`src/rtl/lsu_dmem_ctrl.sv`:
```
// Load/store unit in front of the data-memory port.
// Turns one core load/store (byte/half/word) into one word-aligned dmem
// transaction: strobes, lane-replicated write data, misalignment detection,
// lane extraction and sign/zero extension of read data, one-cycle done pulse.
// Optional macro LSU_TIMEOUT_EN adds a response watchdog (p_TIMEOUT_CYCLES).
module lsu_dmem_ctrl #(
    parameter int p_ADDR_BITS      = 32,
    parameter int p_DATA_BITS      = 32,
    parameter int p_STRB_BITS      = p_DATA_BITS/8,
    parameter int p_TIMEOUT_CYCLES = 16
) (
    input  logic                   clk,
    input  logic                   rst,
    input  logic                   lsu_valid,
    output logic                   lsu_ready,
    input  logic                   lsu_cmd,
    input  logic [1:0]             lsu_size,
    input  logic                   lsu_unsigned,
    input  logic [p_ADDR_BITS-1:0] lsu_addr,
    input  logic [p_DATA_BITS-1:0] lsu_wdata,
    output logic                   lsu_done,
    output logic [p_DATA_BITS-1:0] lsu_rdata,
    output logic                   lsu_err_misalign,
    output logic                   lsu_err_bus,
    output logic [p_ADDR_BITS-1:0] dmem_addr,
    output logic                   dmem_cmd,
    output logic                   dmem_req,
    input  logic                   dmem_resp,
    input  logic                   dmem_r_rddv,
    input  logic [p_DATA_BITS-1:0] dmem_r_data,
    input  logic                   dmem_w_ack,
    output logic [p_STRB_BITS-1:0] dmem_w_strb,
    output logic [p_DATA_BITS-1:0] dmem_w_data
);

    typedef enum logic [1:0] {IDLE, REQ, RESP} state_t;

    state_t                 state, state_nx;
    logic                   uns_q;
    logic [1:0]             size_q;
    logic [1:0]             off_q;
    logic                   misalign;
    logic                   complete;
    logic                   timeout;
    logic [p_STRB_BITS-1:0] strb_nx;
    logic [p_DATA_BITS-1:0] wdata_nx;
    logic [p_DATA_BITS-1:0] shifted;
    logic [p_DATA_BITS-1:0] ext_data;

    // Only the response matching the in-flight command completes it
    assign complete  = (state == REQ) && (dmem_cmd ? dmem_w_ack : dmem_r_rddv);
    assign lsu_ready = (state == IDLE);
    assign dmem_req  = (state == REQ);
    assign lsu_done  = (state == RESP);

`ifdef LSU_TIMEOUT_EN
    localparam int CNT_W = $clog2(p_TIMEOUT_CYCLES + 1);
    localparam logic [CNT_W-1:0] TMO_LAST = CNT_W'(p_TIMEOUT_CYCLES - 1);
    logic [CNT_W-1:0] tmo_cnt;

    // Watchdog counts REQ cycles without completion; held at zero elsewhere
    always_ff @(posedge clk or posedge rst) begin
        if (rst)                        tmo_cnt <= '0;
        else if (state != REQ)          tmo_cnt <= '0;
        else if (!complete)             tmo_cnt <= tmo_cnt + 1'b1;
    end

    // A completion on the last allowed cycle still counts as a normal one
    assign timeout = (state == REQ) && !complete && (tmo_cnt == TMO_LAST);
`else
    assign timeout = 1'b0;
`endif

    // Illegal size or an address not aligned to the access size
    always_comb begin
        misalign = 1'b0;
        case (lsu_size)
            2'd1:    misalign = lsu_addr[0];
            2'd2:    misalign = |lsu_addr[1:0];
            2'd3:    misalign = 1'b1;
            default: misalign = 1'b0;
        endcase
    end

    // Store strobes and lane-replicated write data for the incoming request
    always_comb begin
        strb_nx  = '0;
        wdata_nx = lsu_wdata;
        case (lsu_size)
            2'd0: begin
                strb_nx  = p_STRB_BITS'(1) << lsu_addr[1:0];
                wdata_nx = {4{lsu_wdata[7:0]}};
            end
            2'd1: begin
                strb_nx  = p_STRB_BITS'(3) << lsu_addr[1:0];
                wdata_nx = {2{lsu_wdata[15:0]}};
            end
            default: strb_nx = '1;
        endcase
    end

    // Lane extraction and extension of the returned read word
    always_comb begin
        shifted  = dmem_r_data >> {off_q, 3'b000};
        ext_data = dmem_r_data;
        case (size_q)
            2'd0: ext_data = uns_q ? {{(p_DATA_BITS-8){1'b0}}, shifted[7:0]}
                                   : {{(p_DATA_BITS-8){shifted[7]}}, shifted[7:0]};
            2'd1: ext_data = uns_q ? {{(p_DATA_BITS-16){1'b0}}, shifted[15:0]}
                                   : {{(p_DATA_BITS-16){shifted[15]}}, shifted[15:0]};
            default: ext_data = dmem_r_data;
        endcase
    end

    // State register
    always_ff @(posedge clk or posedge rst) begin
        if (rst) state <= IDLE;
        else     state <= state_nx;
    end

    // Next-state: misaligned requests skip the bus and go straight to RESP
    always_comb begin
        state_nx = state;
        case (state)
            IDLE:    if (lsu_valid) state_nx = misalign ? RESP : REQ;
            REQ:     if (complete || timeout) state_nx = RESP;
            RESP:    state_nx = IDLE;
            default: state_nx = IDLE;
        endcase
    end

    // Request latching, completion capture and flag clearing after done
    always_ff @(posedge clk or posedge rst) begin
        if (rst) begin
            dmem_addr        <= '0;
            dmem_cmd         <= 1'b0;
            dmem_w_strb      <= '0;
            dmem_w_data      <= '0;
            size_q           <= '0;
            uns_q            <= 1'b0;
            off_q            <= '0;
            lsu_rdata        <= '0;
            lsu_err_misalign <= 1'b0;
            lsu_err_bus      <= 1'b0;
        end else begin
            case (state)
                IDLE: if (lsu_valid) begin
                    if (misalign) begin
                        lsu_err_misalign <= 1'b1;
                    end else begin
                        dmem_addr   <= {lsu_addr[p_ADDR_BITS-1:2], 2'b00};
                        dmem_cmd    <= lsu_cmd;
                        dmem_w_strb <= lsu_cmd ? strb_nx : '0;
                        dmem_w_data <= lsu_cmd ? wdata_nx : '0;
                        size_q      <= lsu_size;
                        uns_q       <= lsu_unsigned;
                        off_q       <= lsu_addr[1:0];
                    end
                end
                REQ: begin
                    if (complete) begin
                        lsu_err_bus <= dmem_resp;
                        lsu_rdata   <= (dmem_cmd || dmem_resp) ? '0 : ext_data;
                    end else if (timeout) begin
                        lsu_err_bus <= 1'b1;
                        lsu_rdata   <= '0;
                    end
                end
                default: begin
                    lsu_rdata        <= '0;
                    lsu_err_misalign <= 1'b0;
                    lsu_err_bus      <= 1'b0;
                end
            endcase
        end
    end

endmodule

```
`config.mk`:
```
export PLATFORM = sky130hd
export DESIGN_NAME = lsu_dmem_ctrl
export DESIGN_NICKNAME = d
export VERILOG_FILES = /design/src/rtl/lsu_dmem_ctrl.sv
export SDC_FILE = /design/constraint.sdc
export NUM_CORES = 1
export LEC_CHECK = 0
export ABC_AREA = 1
export BUFFER_PORTS_ARGS = -buffer_cell sky130_fd_sc_hd__buf_2
export CAP_MARGIN = 30
export CORE_UTILIZATION = 45
export DETAILED_ROUTE_END_ITERATION = 10
export GPL_TIMING_DRIVEN = 0
export PLACE_DENSITY = 0.81
export SETUP_SLACK_MARGIN = 0.3
export SLEW_MARGIN = 20
export SYNTH_ARGS = -nofsm -noshare
export SYNTH_HDL_FRONTEND = slang
export SYNTH_SLANG_ARGS = --single-unit
```
`constraint.sdc`:
```
create_clock -name clk -period 5.9 [get_ports clk]
set_clock_uncertainty 0.1 [all_clocks]
set_input_delay 0 -clock clk [delete_from_list [all_inputs] [get_ports clk]]
set_output_delay 0 -clock clk [all_outputs]
set_load 0.02 [all_outputs]
```
Word level (Yosys, flattened, before mapping)
Index checks and enable logic that the tools add are counted.
{ "word_totals": {"in_bits": 106, "ram_bits": 0, "regBits": 108, "mem_count": 0, "latchBits": 0, "output_inout_bits": 106, "mem_bits_ro": 0, "elab_cells": 57} }
{ "classes": {"n_bitwise": 3, "reduce_logical": 10, "n_div": 0, "magnitude_cmp": 0, "mul": 0, "n_eq_ne": 9, "muxes": 21, "n_addsub": 0, "shifts": 3} }
{ "ops": {"columns": ["cell", "n"], "rows": [
  ["32-bit one-hot mux with 2 select lines", 3],
  ["32-bit two-way mux", 5],
  ["32-bit by 5-bit right shift with 16-bit output", 1],
  ["4-bit one-hot mux with 2 select lines", 1],
  ["2-bit by 1-bit == test with 1-bit output (second input constant)", 3],
  ["2-bit == test (second input constant)", 3],
  ["2-bit zero test", 3],
  ["2-bit two-way mux", 3],
  ["3-bit AND reduction", 2],
  ["1-bit two-way mux", 4],
  ["4-bit two-way mux", 1],
  ["2-bit by 1-bit inequality test with 1-bit output (second input constant)", 2],
  ["1-bit one-hot mux with 2 select lines", 2],
  ["2-bit one-hot mux with 2 select lines", 1],
  ["2-bit AND reduction", 2],
  ["1-bit by 2-bit left shift with 4-bit output (first input constant)", 1],
  ["2-bit by 2-bit left shift with 4-bit output (first input constant)", 1],
  ["1-bit inverter", 3],
  ["1-bit one-hot mux with 3 select lines", 1],
  ["2-bit inequality test (second input constant)", 1],
  ["2-bit OR reduction", 1],
  ["1-bit logical AND", 1],
  ["1-bit logical OR", 1]
]} }

Logic depth before layout (Yosys ltp)
Gate-level depths: netlist (run 1).
{ "depth": {"word_depth": 6, "mapped_depth": 11, "depth_no_buf": 9} }

Worst setup path before layout (run 1)
Ideal clock, no wire load.
{ "synth_path": {"path_type": "flip-flop to flip-flop", "start": "reg state[1]", "end": "reg dmem_w_data[16]", "stages_incl_launch_ff": 9, "setup_slack_ns": 4.255, "synth_period_minus_slack_ns": 1.645, "required_time_ns": 5.683, "t_arrival_ns": 1.429, "setup_ns": 0.117, "path_buffers": 2, "cell_sequence": "dfrtp_1 nor2_2 nand2_1 inv_2 nand3_2 buf_4 buf_4 nand2_1 nand2_1"} }
{ "synth_between": {"elab_chain_cells": 2} }
{ "synth_rtl": {"columns": ["element", "line_no", "source"], "rows": [
  ["start, declared", "38", "state_t state, state_nx;"],
  ["start signal, assigned", "118", "else state <= state_nx;"],
  ["2-bit zero test", null, null],
  ["via lsu_ready", "15", "output logic lsu_ready,"],
  ["3-bit AND reduction (no line)", null, null],
  ["end signal, assigned", "154", "dmem_w_data <= lsu_cmd ? wdata_nx : '0;"],
  ["end, declared", "33", "output logic [p_DATA_BITS-1:0] dmem_w_data"]
]} }
The timed path passes the listed nets, and every way through them passes these cells.
A chain may end at the register's enable or synchronous reset.

Worst setup path after layout (run 1)
{ "layout_path": {"start": "reg off_q[1]", "end": "reg lsu_rdata[2]"} }
{ "layout_between": {"elab_chain_cells": 6, "elab_cells_between_ends": 7, "classes_between": "1 x shift; 6 x mux"} }
{ "layout_rtl": {"columns": ["element", "line_no", "source"], "rows": [
  ["start, declared", "41", "logic [1:0] off_q;"],
  ["start signal, assigned", "157", "off_q <= lsu_addr[1:0];"],
  ["32-bit by 5-bit right shift with 16-bit output (*)", "104", "shifted = dmem_r_data >> {off_q, 3'b000};"],
  ["32-bit two-way mux (on tied branches)", "109, 107", null],
  ["32-bit one-hot mux with 2 select lines (*)", "106", "case (size_q)"],
  ["32-bit two-way mux (*)", "163", "lsu_rdata <= (dmem_cmd || dmem_resp) ? '0 : ext_data;"],
  ["32-bit two-way mux (*)", "161", "if (complete) begin"],
  ["32-bit one-hot mux with 2 select lines (*)", "146", "case (state)"],
  ["end signal, assigned", "163", null],
  ["end, declared", "22", "output logic [p_DATA_BITS-1:0] lsu_rdata,"]
]} }
Mark *: on every way between the ends. The rest lies on a longest branch, timed or not. The select of a mux whose other input is x is not followed.

==> flow_metrics.tcl, run 1 <==
set metrics [dict create \
    drive_gt1_frac 0.2547 \
    areaGrowthSynthToFinish_pct 49.60 \
    critPathMaxFanout 10 \
    seq_area_um2 2703 \
    worst-slew-pin-transition_ns 0.5246 \
    cts_resized 0 \
    setup_tns_ns 0 \
    leakage_uw 0.004584 \
    reg2regPathDepth 7 \
    cts_setup_buffers 0 \
    antenna_found_initial 1 \
    rsz0062_at_grt "no" \
    yosysWarnings 0 \
    cts-root-buf "clkbuf_16" \
    finalCritPeriodShare 0.4151 \
    io_pins 212 \
    vias_per_cell 5.145 \
    die-width_um 110.5 \
    hp-class "in -> reg" \
    ys_seq_area_frac 0.5099 \
    htreeDepth 3 \
    netlist_instances 720 \
    placed_area_um2 6556 \
    wl_um 18920 \
    hold_viol 0 \
    final_area_um2 7929 \
    fillers 829 \
    grt_pass1_wl_um 30850 \
    start_kind "flip-flop" \
    grt_max_degree 69 \
    synth_seq_cells 108 \
    grt_pass1_vias 6256 \
    post-place-ws_ns 4.127 \
    setup_violations 0 \
    cp_data_required_time_ns 6.03 \
    power.density_nw_per_um2 448.5 \
    drcViolationCount 0 \
    antenna_left 0 \
    dp_hpwl_um 11450 \
    grt_overflow_total 0 \
    worstSetupEndpointType "flip-flop" \
    criticalPathCategory "reg -> reg" \
    slew_headroom 0.6503 \
    fin_ws_ns 3.451 \
    fin_cells 1200 \
    num_vias 6174 \
    drt_iter0_markers 505 \
    dr.pass1.iters 6 \
    cts_tree "yes" \
    clk_path_buf_depth 2 \
    cts.sink_count 108 \
    coreArea_um2 11470 \
    placementRows 39 \
    synth_top_area_frac 0.5099 \
    die-area_um2 12220 \
    globalplace.congestion 0.9158 \
    dp.cells 1073 \
    cts_buffers 9 \
    start_util 0.4622 \
    period_needed_ns 2.449 \
    clk_pin_slew_ns 0.07 \
    syn_area_um2 5300 \
    status "finished, final reports clean" \
    ys_top_cells_by_area "dfrtp_1 51%, nand2_1 27%, nor2_1 5.5%, o21ai_0 3.0%, buf_4 2.5%" \
    ir_worst_vdd_uv 252.3 \
    final_util 0.6914 \
    clkLatencyLatePin_ns 0.34 \
    cap_violations 0 \
    die_y_um 110.5 \
    finalMaxSlewViolations 0 \
    multi_input_area_um2 2252 \
    synth_area_per_cell_um2 7.361 \
    wl_per_cell_um 15.77 \
    fin_nets 1158 \
    io_buffers 208 \
    synth_cell_types 25 \
    critPathArrivalTime_ns 2.58 \
    fmax_mhz 408.3 \
    track_usage 0.3186 \
    cts_hold_buf 111 \
    yosysTopAreaCell "dfrtp_1" \
    hold_depth 5 \
]
==> cell usage after synthesis, drive strengths merged <==
cell	n
nand2	376
dfrtp	108
nor2	83
inv	36
o21ai	34
buf	27
nand3	19
clkbuf	8
o2111ai	8
o21a	8
o211ai	6
a21oi	2
clkinv	1
conb	1
nand4	1
nor3	1
o31ai	1
==> power breakdown <==
group | total, uW | leakage [uW] | internal [uW] | switching (uW)
Sequential | 1230 | 0.00141 | 1040 | 192
Combinational | 1770 | 0.00305 | 613 | 1160
Clock | 548 | 0.000124 | 282 | 266
Total | 3560 | 0.00458 | 1940 | 1620
==> state kept, by name, indices dropped and copies added (netlist names) <==
register	flops
lsu_err_bus	1
off_q	2
dmem_w_strb	4
lsu_err_misalign	1
dmem_addr	30
dmem_cmd	1
lsu_rdata	32
uns_q	1
dmem_w_data	32
size_q	2
state	2
==> cells in the final DEF, fill, tap and decap left out, types with 17 or more instances in the layout <==
cell | synthesis | final
nand2_1 | 375 | 375
buf_2 | 9 | 217
dlygate4sd3_1 | 0 | 111
dfrtp_1 | 108 | 108
nor2_1 | 77 | 77
o21ai_0 | 32 | 32
inv_1 | 29 | 28
buf_4 | 18 | 18
nand3_1 | 17 | 17
==> kinds of logic (layout without fill, tap and decap cells) <==
| kind of cell | count (synthesis) | count (layout) | synth area share |
|---|---|---|---|
| AND/OR/NAND/NOR | 480 | 480 | 0.3543 |
| buffers and inverters | 72 | 407 | 0.06586 |
| flip-flops | 108 | 108 | 0.5099 |
| AO/OA/AOI/OAI | 59 | 59 | 0.06917 |
| other | 1 | 3 | 0.0007075 |
==> through the flow <==
| step | hold slack [ns] | total power [uW] |
|---|---|---|
| after floorplan | 0.009615 | 2293 |
| after global placement | 0.09370 | 2823 |
| after detailed placement | -0.06414 | 2851 |
| after CTS | 0.003344 | 3499 |
| after global routing | 0.02950 | 3793 |
| final | 0.01256 | 3556 |
==> area by class of cell <==
cell class / count / area share
diodes: 1 / 0.0003156
plain buffers: 35 / 0.02651
clock buffers: 10 / 0.02888
clock inverters: 5 / 0.003787
inverters: 37 / 0.01815
multi-input cells: 541 / 0.2840
flip-flops and latches: 108 / 0.3409
well taps: 143 / 0.02257
repair buffers: 320 / 0.2749
==> critical path, stage by stage, from the launching register on <==
cell           delay [ns]
dfrtp_1              0.45
clkbuf_1             0.45
nand2_1              0.26
o211ai_1             0.23
nand2_1              0.09
dlygate4sd3_1        0.60
nand2_1              0.09
nand2_1              0.07
==> layer usage <==
| layer | vias to the layer above | global-route usage | routed length, um |
|---|---|---|---|
| li1 | 2873 | - | - |
| met1 | 2835 | 0.3778 | 7336 |
| met2 | 391 | 0.5354 | 9188 |
| met3 | 75 | 0.07629 | 1606 |
| met4 | 0 | 0.1680 | 791 |
| met5 | - | 0 | 0 |
==> path summary, 6_finish.rpt <==
path | from | end | slack, ns
max in group asynchronous | rst | lsu_rdata[4] | 4.90
setup reg to reg | off_q[1] | lsu_rdata[2] | 3.45
setup / recovery | off_q[1] | lsu_rdata[2] | 3.45
hold reg to reg | lsu_rdata[7] | lsu_rdata[7] | 0.37
hold / removal | dmem_r_data[20] | lsu_rdata[20] | 0.01
min in group asynchronous | rst | dmem_addr[18] | 0.13
(Power assumes the default switching activity.)
==> run 2, diff against run 1 <==
ABC_AREA = 0   (was 1)
CORE_UTILIZATION = 44   (was 45)
PLACE_DENSITY = 0.82   (was 0.81)
clock period = 2.1 ns   (was 5.9 ns; I/O delays follow)
==> run 2 against run 1 <==
Net effect:
- routed wire length down 11%
- utilization down 1.1 points
- worst hold slack worse by 0.0092 ns
- critical path depth down 2
- synthesized cell count down 34%
- first-iteration DRC count down 30%
- count of clock-buffer cells in the layout unchanged
- sequential power rose to 2.7 times the previous value
- sequential share of layout area down 1.2 points
- combinational power rose to 2.7 times the previous value
==> flow_metrics.tcl, run 2 <==
set metrics [dict create \
    grt_pass1_wl_um 26260 \
    muxShareOfSynthArea 0.2301 \
    fin_nets 907 \
    start_util 0.4518 \
    cp_data_required_time_ns 2.23 \
    endpoint "dmem_addr[16]" \
    io_buffers 208 \
    ys_seq_area_frac 0.4960 \
    die-area_um2 12830 \
    drt_iter0_markers 353 \
    fmax_mhz 526.4 \
    period_needed_ns 1.900 \
    htreeDepth 3 \
    io_pins 212 \
    yosysTopAreaCell "dfrtp_1" \
    clk_path_buf_depth 2 \
    clkLatencyLatePin_ns 0.35 \
    cap_violations 0 \
    rsz0062_at_grt "yes" \
    drive_gt1_frac 0.4107 \
    finalMaxSlewViolations 0 \
    track_usage 0.2628 \
    synthSimpleGateAreaFrac 0.08381 \
    synthArstFlopShare 1.000 \
    cts.sink_count 108 \
    die-width_um 113.3 \
    drcViolationCount 0 \
    synth.most_common_cell "dfrtp_1" \
    ys_top_cells_by_area "dfrtp_1 50%, mux2_4 14%, mux2i_1 8.3%, o21ai_0 4.1%, nand2_1 3.7%" \
    r2r_start "state[0]" \
    slowest_stage "or4b_4" \
    hp-class "in -> reg" \
    finalCritPeriodShare 0.9046 \
    netlist_instances 475 \
    coreArea_um2 12060 \
    clk_pin_slew_ns 0.07 \
    yosysWarnings 0 \
    post-place-ws_ns 0.04150 \
    worstPathCellList "buf_6 -> or4b_4 -> buf_12 -> buf_8 -> mux2_4" \
    grt_max_degree 35 \
    critPathMaxFanout 10 \
    globalplace.congestion 0.8430 \
    synth_common_cells "108 x dfrtp_1, 54 x nand2_1, 49 x mux2_4, 45 x mux2i_1, 45 x o21ai_0" \
    hold_depth 3 \
    final_common_cell "buf_2" \
    synth-edff-count 0 \
    synth_cell_types 36 \
    synth-xor-area-share 0 \
    antenna_left 0 \
    worst-slew-pin-transition_ns 0.5114 \
    synth_top_area_frac 0.4960 \
    worstSetupEndpointType "flip-flop" \
    status "finished, final reports clean" \
    hold_viol 0 \
    cp_num_cells 5 \
    setup_tns_ns 0 \
    cts_tree "yes" \
    cts-root-buf "clkbuf_16" \
    synth_top_family_by_area "multiplexers" \
    worst_path_largest_cell_delay_ns 0.55 \
    power.density_nw_per_um2 1212 \
    slew_headroom 0.6591 \
    leakage_uw 0.004378 \
    fillers 881 \
    dr.pass1.iters 5 \
    ir_worst_vdd_uv 694.6 \
    die_y_um 113.3 \
    areaGrowthSynthToFinish_pct 50.72 \
    reg2regPathDepth 5 \
    cts_buffers 9 \
    num_vias 5067 \
    start_kind "flip-flop" \
    dp_hpwl_um 11470 \
    grt_overflow_total 0 \
    synthFlopType "dfrtp_1" \
    synth_compound_area_frac 0.1316 \
    top_regs "dmem_w_data: 32 flops, lsu_rdata: 32 flops, dmem_addr: 30 flops" \
    mostFrequentLayoutCells "213 x buf_2, 108 x dfrtp_1, 93 x dlygate4sd3_1, 54 x nand2_1, 49 x mux2_4" \
    criticalPathCategory "reg -> reg" \
    wl_um 16810 \
    syn_area_um2 5449 \
    crit_start "state[0]" \
    fin_ws_ns 0.2003 \
    worst-path-buf-inv 3 \
    ff2ff_setup_slack_ns 0.20 \
    worstHoldStart "dmem_r_rddv" \
    vias_per_cell 5.202 \
    critPathArrivalTime_ns 2.03 \
    crit_family "simple AND/OR/NAND/NOR gates" \
    synth_seq_cells 108 \
    synth_adder_area_share 0 \
    antenna_found_initial 0 \
    reg2reg_to "dmem_addr[16]" \
    wl_per_cell_um 17.26 \
    antennaDiodeCount 0 \
    final_util 0.6809 \
    grt_pass1_vias 5129 \
    synth_area_per_cell_um2 11.47 \
    placementRows 40 \
    setup_violations 0 \
]
## run 2: changes by cell type in the layout (fill, tap and decap cells not counted), moves of 11 or more
cell and delta:
nand3_1 -15, nand2_1 -321, mux2_4 +49, a221o_1 +16, dlygate4sd3_1 -18, o21ai_0 +12
nor2_1 -65, nor2b_1 +11, a21oi_1 +11, mux2i_1 +45
## run 2: worst min-delay path, delay by kind of cell
family,cells,cell delay (ns)
simple gates,1,0.18
compound gates,1,0.12
buf+inv,1,0.11
## run 2: worst min-delay path by stage
stage                 endpoint  slack [ns]
2_1_floorplan   dmem_w_data[6]        0.03
3_3_place_gp      dmem_addr[9]        0.13
3_5_place_dp     lsu_rdata[11]       -0.07
4_1_cts        dmem_w_data[25]       0.003
5_1_grt           lsu_rdata[7]        0.02
6_report          lsu_rdata[7]       0.003
## run 2: per-layer routing
metal  part of all wire  global-route usage  routed length (um)
met1               0.40              0.3125                6657
met2               0.52              0.4736                8759
met3              0.061             0.04928                1031
met4              0.022             0.09298                 365
met5                  0                   0                   0
## run 2: kinds of logic (layout without fill, tap and decap cells)
| family | Yosys count | after routing |
|---|---|---|
| flops | 108 | 108 |
| buf+inv | 64 | 394 |
| other cells | 1 | 2 |
| compound gates | 107 | 107 |
| mux | 99 | 99 |
| simple gates | 96 | 96 |
## run 2: layout make-up
class	instances	area [um2]	area share
Timing Repair Buffer	314	2107	0.2566
Buffer	37	294.0	0.03580
Tap cell	168	210.2	0.02559
Clock buffer	10	239.0	0.02910
Clock inverter	6	70.07	0.008531
Inverter	27	105.1	0.01280
Multi-Input combinational cell	304	2485	0.3026
Sequential cell	108	2703	0.3291
## run 2: stage by stage
stage                     instance area (um2)  std cells  hold WS [ns]  total power [uW]
after floorplan                          5499        476       0.03375              6352
after global placement                   6750        852        0.1311              7685
after detailed placement                 6810        855      -0.06798              7823
after CTS                                8114        968      0.002809              9824
after global routing                     8213        974       0.02099             10490
final                                    8213        974      0.003399              9952
## run 2: where the power goes
group          total [uW]  internal (uW)  switching, uW  leakage, uW
Clock                1750            969            785     0.000153
Sequential           3380           2870            506      0.00138
Combinational        4820           2180           2640      0.00285
Total                9950           6020           3940      0.00438
## run 2: timing repair
action                                 4_1_cts  5_1_grt
setup endpoints to repair                  101      102
endpoints found under the hold margin      201        0
hold buffers                                93        0
buffers inserted                             4        6
pin swaps                                    1        0
gates resized for setup                     11       20
==> run 3, diff against run 2 <==
CORE_MARGIN = 5   (was default)
==> run 3 against run 2 <==
Net effect:
- global-route usage is 2.1 points lower
- flip-flop and latch count unchanged
- worst hold slack gained 0.027 ns
- die area grew 15%
- critical path depth increased by 2
- final area rose by 3.7%
- power grew 2.6%
- setup slack got worse by 0.084 ns
- combinational power up 7.1%
- sequential power is essentially flat
==> flow_metrics.tcl, run 3 (synthesis gave the netlist of run 2 again) <==
set metrics [dict create \
    rsz0062_at_grt "yes" \
    io_buffers 208 \
    areaGrowthSynthToFinish_pct 56.37 \
    reg2reg_to "lsu_rdata[19]" \
    finalMaxSlewViolations 0 \
    min_to "dmem_w_data[21]" \
    cp_common_cell "buf_6" \
    r2r_start "off_q[1]" \
    globalplace.congestion 0.8733 \
    start_util 0.4518 \
    dp.cells 855 \
    cts_buffers 9 \
    clk_path_buf_depth 2 \
    slowest_stage "dfrtp_1" \
    antenna_left 0 \
    cts_tree "yes" \
    drt_iter0_markers 273 \
    placementRows 40 \
    status "finished, final reports clean" \
    power_frac_clock 0.164 \
    grt_pass1_vias 5418 \
    grt_overflow_total 0 \
    hold_depth 4 \
    fin_ws_ns 0.1165 \
    criticalPathCategory "reg -> reg" \
    hold_viol 0 \
    post-place-ws_ns 0.02849 \
    dr.pass1.iters 4 \
    wl_per_cell_um 18.57 \
    worstHoldStart "lsu_wdata[21]" \
    fillers 881 \
    drive_gt1_frac 0.4280 \
    setup_tns_ns 0 \
    dp_hpwl_um 12360 \
    leakage_uw 0.004520 \
    critPathArrivalTime_ns 2.10 \
    setup_violations 0 \
    die-area_um2 14710 \
    reg2regPathDepth 7 \
    p_total_uw 10210 \
    vias_per_cell 5.152 \
    num_vias 5090 \
    die-width_um 121.3 \
    cap_violations 0 \
    hp-class "in -> reg" \
    final_common_cell "buf_2" \
    htreeDepth 3 \
    fin_cells 988 \
    io_pins 212 \
    antennaDiodeCount 0 \
    worst-path-buf-inv 3 \
    finalCritPeriodShare 0.9445 \
    start_kind "flip-flop" \
    antenna_found_initial 0 \
    worstPathCellList "buf_6 -> mux2_2 -> a31oi_2 -> a2111oi_4 -> buf_4 -> buf_6 -> a221o_1" \
    cts.sink_count 108 \
    grt_pass1_wl_um 28290 \
    drcViolationCount 0 \
    ff2ff_setup_slack_ns 0.12 \
    power.density_nw_per_um2 1199 \
    mostFrequentLayoutCells "210 x buf_2, 108 x dfrtp_1, 93 x dlygate4sd3_1, 54 x nand2_1, 49 x mux2_4" \
    critPathMaxFanout 5 \
    p_seq_frac 0.331 \
    track_usage 0.2422 \
    worstSetupEndpointType "flip-flop" \
    top_regs "dmem_w_data: 32 flops, lsu_rdata: 32 flops, dmem_addr: 30 flops" \
    pwr-share-comb 0.505 \
    period_needed_ns 1.983 \
    worst_path_largest_cell_delay_ns 0.34 \
    ir_worst_vdd_uv 654.9 \
    fmax_mhz 504.2 \
    cp_data_required_time_ns 2.22 \
    swShare 0.3952 \
    clkLatencyLatePin_ns 0.34 \
    die_y_um 121.3 \
    coreArea_um2 12060 \
    multi_input_area_um2 2509 \
    seq_area_um2 2703 \
    crit_family "compound AO/OA/AOI/OAI gates" \
    cts-root-buf "clkbuf_16" \
    switchingPower_uw 4036 \
    clk_pin_slew_ns 0.07 \
    fin_nets 921 \
    wl_um 18350 \
    p_int_uw 6178 \
    grt_max_degree 35 \
]
==> run 3: stage by stage <==
stage / instance area [um2] / hold slack (ns) / util
floorplan: 5499 / 0.03375 / -
global placement: 6750 / 0.1316 / 0.5596
detailed placement: 6810 / -0.08649 / 0.5646
CTS: 8224 / 0.01959 / 0.6818
global route: 8521 / 0.05366 / 0.7064
finish: 8521 / 0.03066 / 0.7064
==> run 3: timing repair <==
| item | in CTS | in global routing |
|---|---|---|
| hold buffers | 93 | 0 |
| hold endpoints to repair | 200 | 0 |
| gates resized for setup | 23 | 42 |
| setup buffers | 10 | 5 |
| cloned | 3 | 6 |
| endpoints found under the setup margin | 101 | 98 |
| pin swaps | 2 | 2 |
==> run 3: layout make-up <==
cell class,instances,share of cell area
Sequential cell,108,0.3172
Timing Repair Buffer,328,0.2789
Tap cell,168,0.02467
Multi-Input combinational cell,304,0.2944
Inverter,27,0.01233
Clock buffer,11,0.02731
Buffer,37,0.03906
Clock inverter,5,0.006167
==> run 3: worst max-delay path by stage <==
stage | from | endpoint | slack [ns] | depth (start not counted)
after detailed placement | dmem_cmd | lsu_rdata[5] | 0.03 | 4
final | off_q[1] | lsu_rdata[19] | 0.12 | 7
after CTS | state[1] | dmem_w_data[15] | 0.17 | 5
after floorplan | off_q[1] | lsu_rdata[26] | 0.25 | 6
after global routing | off_q[1] | lsu_rdata[19] | 0.09 | 7
after global placement | rst | dmem_addr[12] | 0.07 | 2
==> run 3: power groups by stage <==
| stage | logic (uW) | clock network (uW) | registers (uW) |
|---|---|---|---|
| 2_1_floorplan | 2120 | 0 | 4240 |
| 4_1_cts | 4850 | 1730 | 3360 |
| 6_report | 5160 | 1670 | 3380 |
| 5_1_grt | 5490 | 1810 | 3470 |
| 3_3_place_gp | 4380 | 0 | 3330 |
| 3_5_place_dp | 4470 | 0 | 3370 |
==> run 3: worst reg2reg max path, delay by kind of cell (launching register included) <==
kind                   cells  cell delay (ns)
AOI/OAI and AO/OA          3             0.64
buffers and inverters      3             0.43
DFF                        1             0.34
muxes                      1             0.34
==> run 3: metal layers <==
metal	vias up	track usage	routed length [um]
met5	-	0	0
met4	0	0.09244	503
met3	36	0.04802	1116
met2	221	0.4235	9335
met1	2485	0.2934	7397
li1	2348	-	-
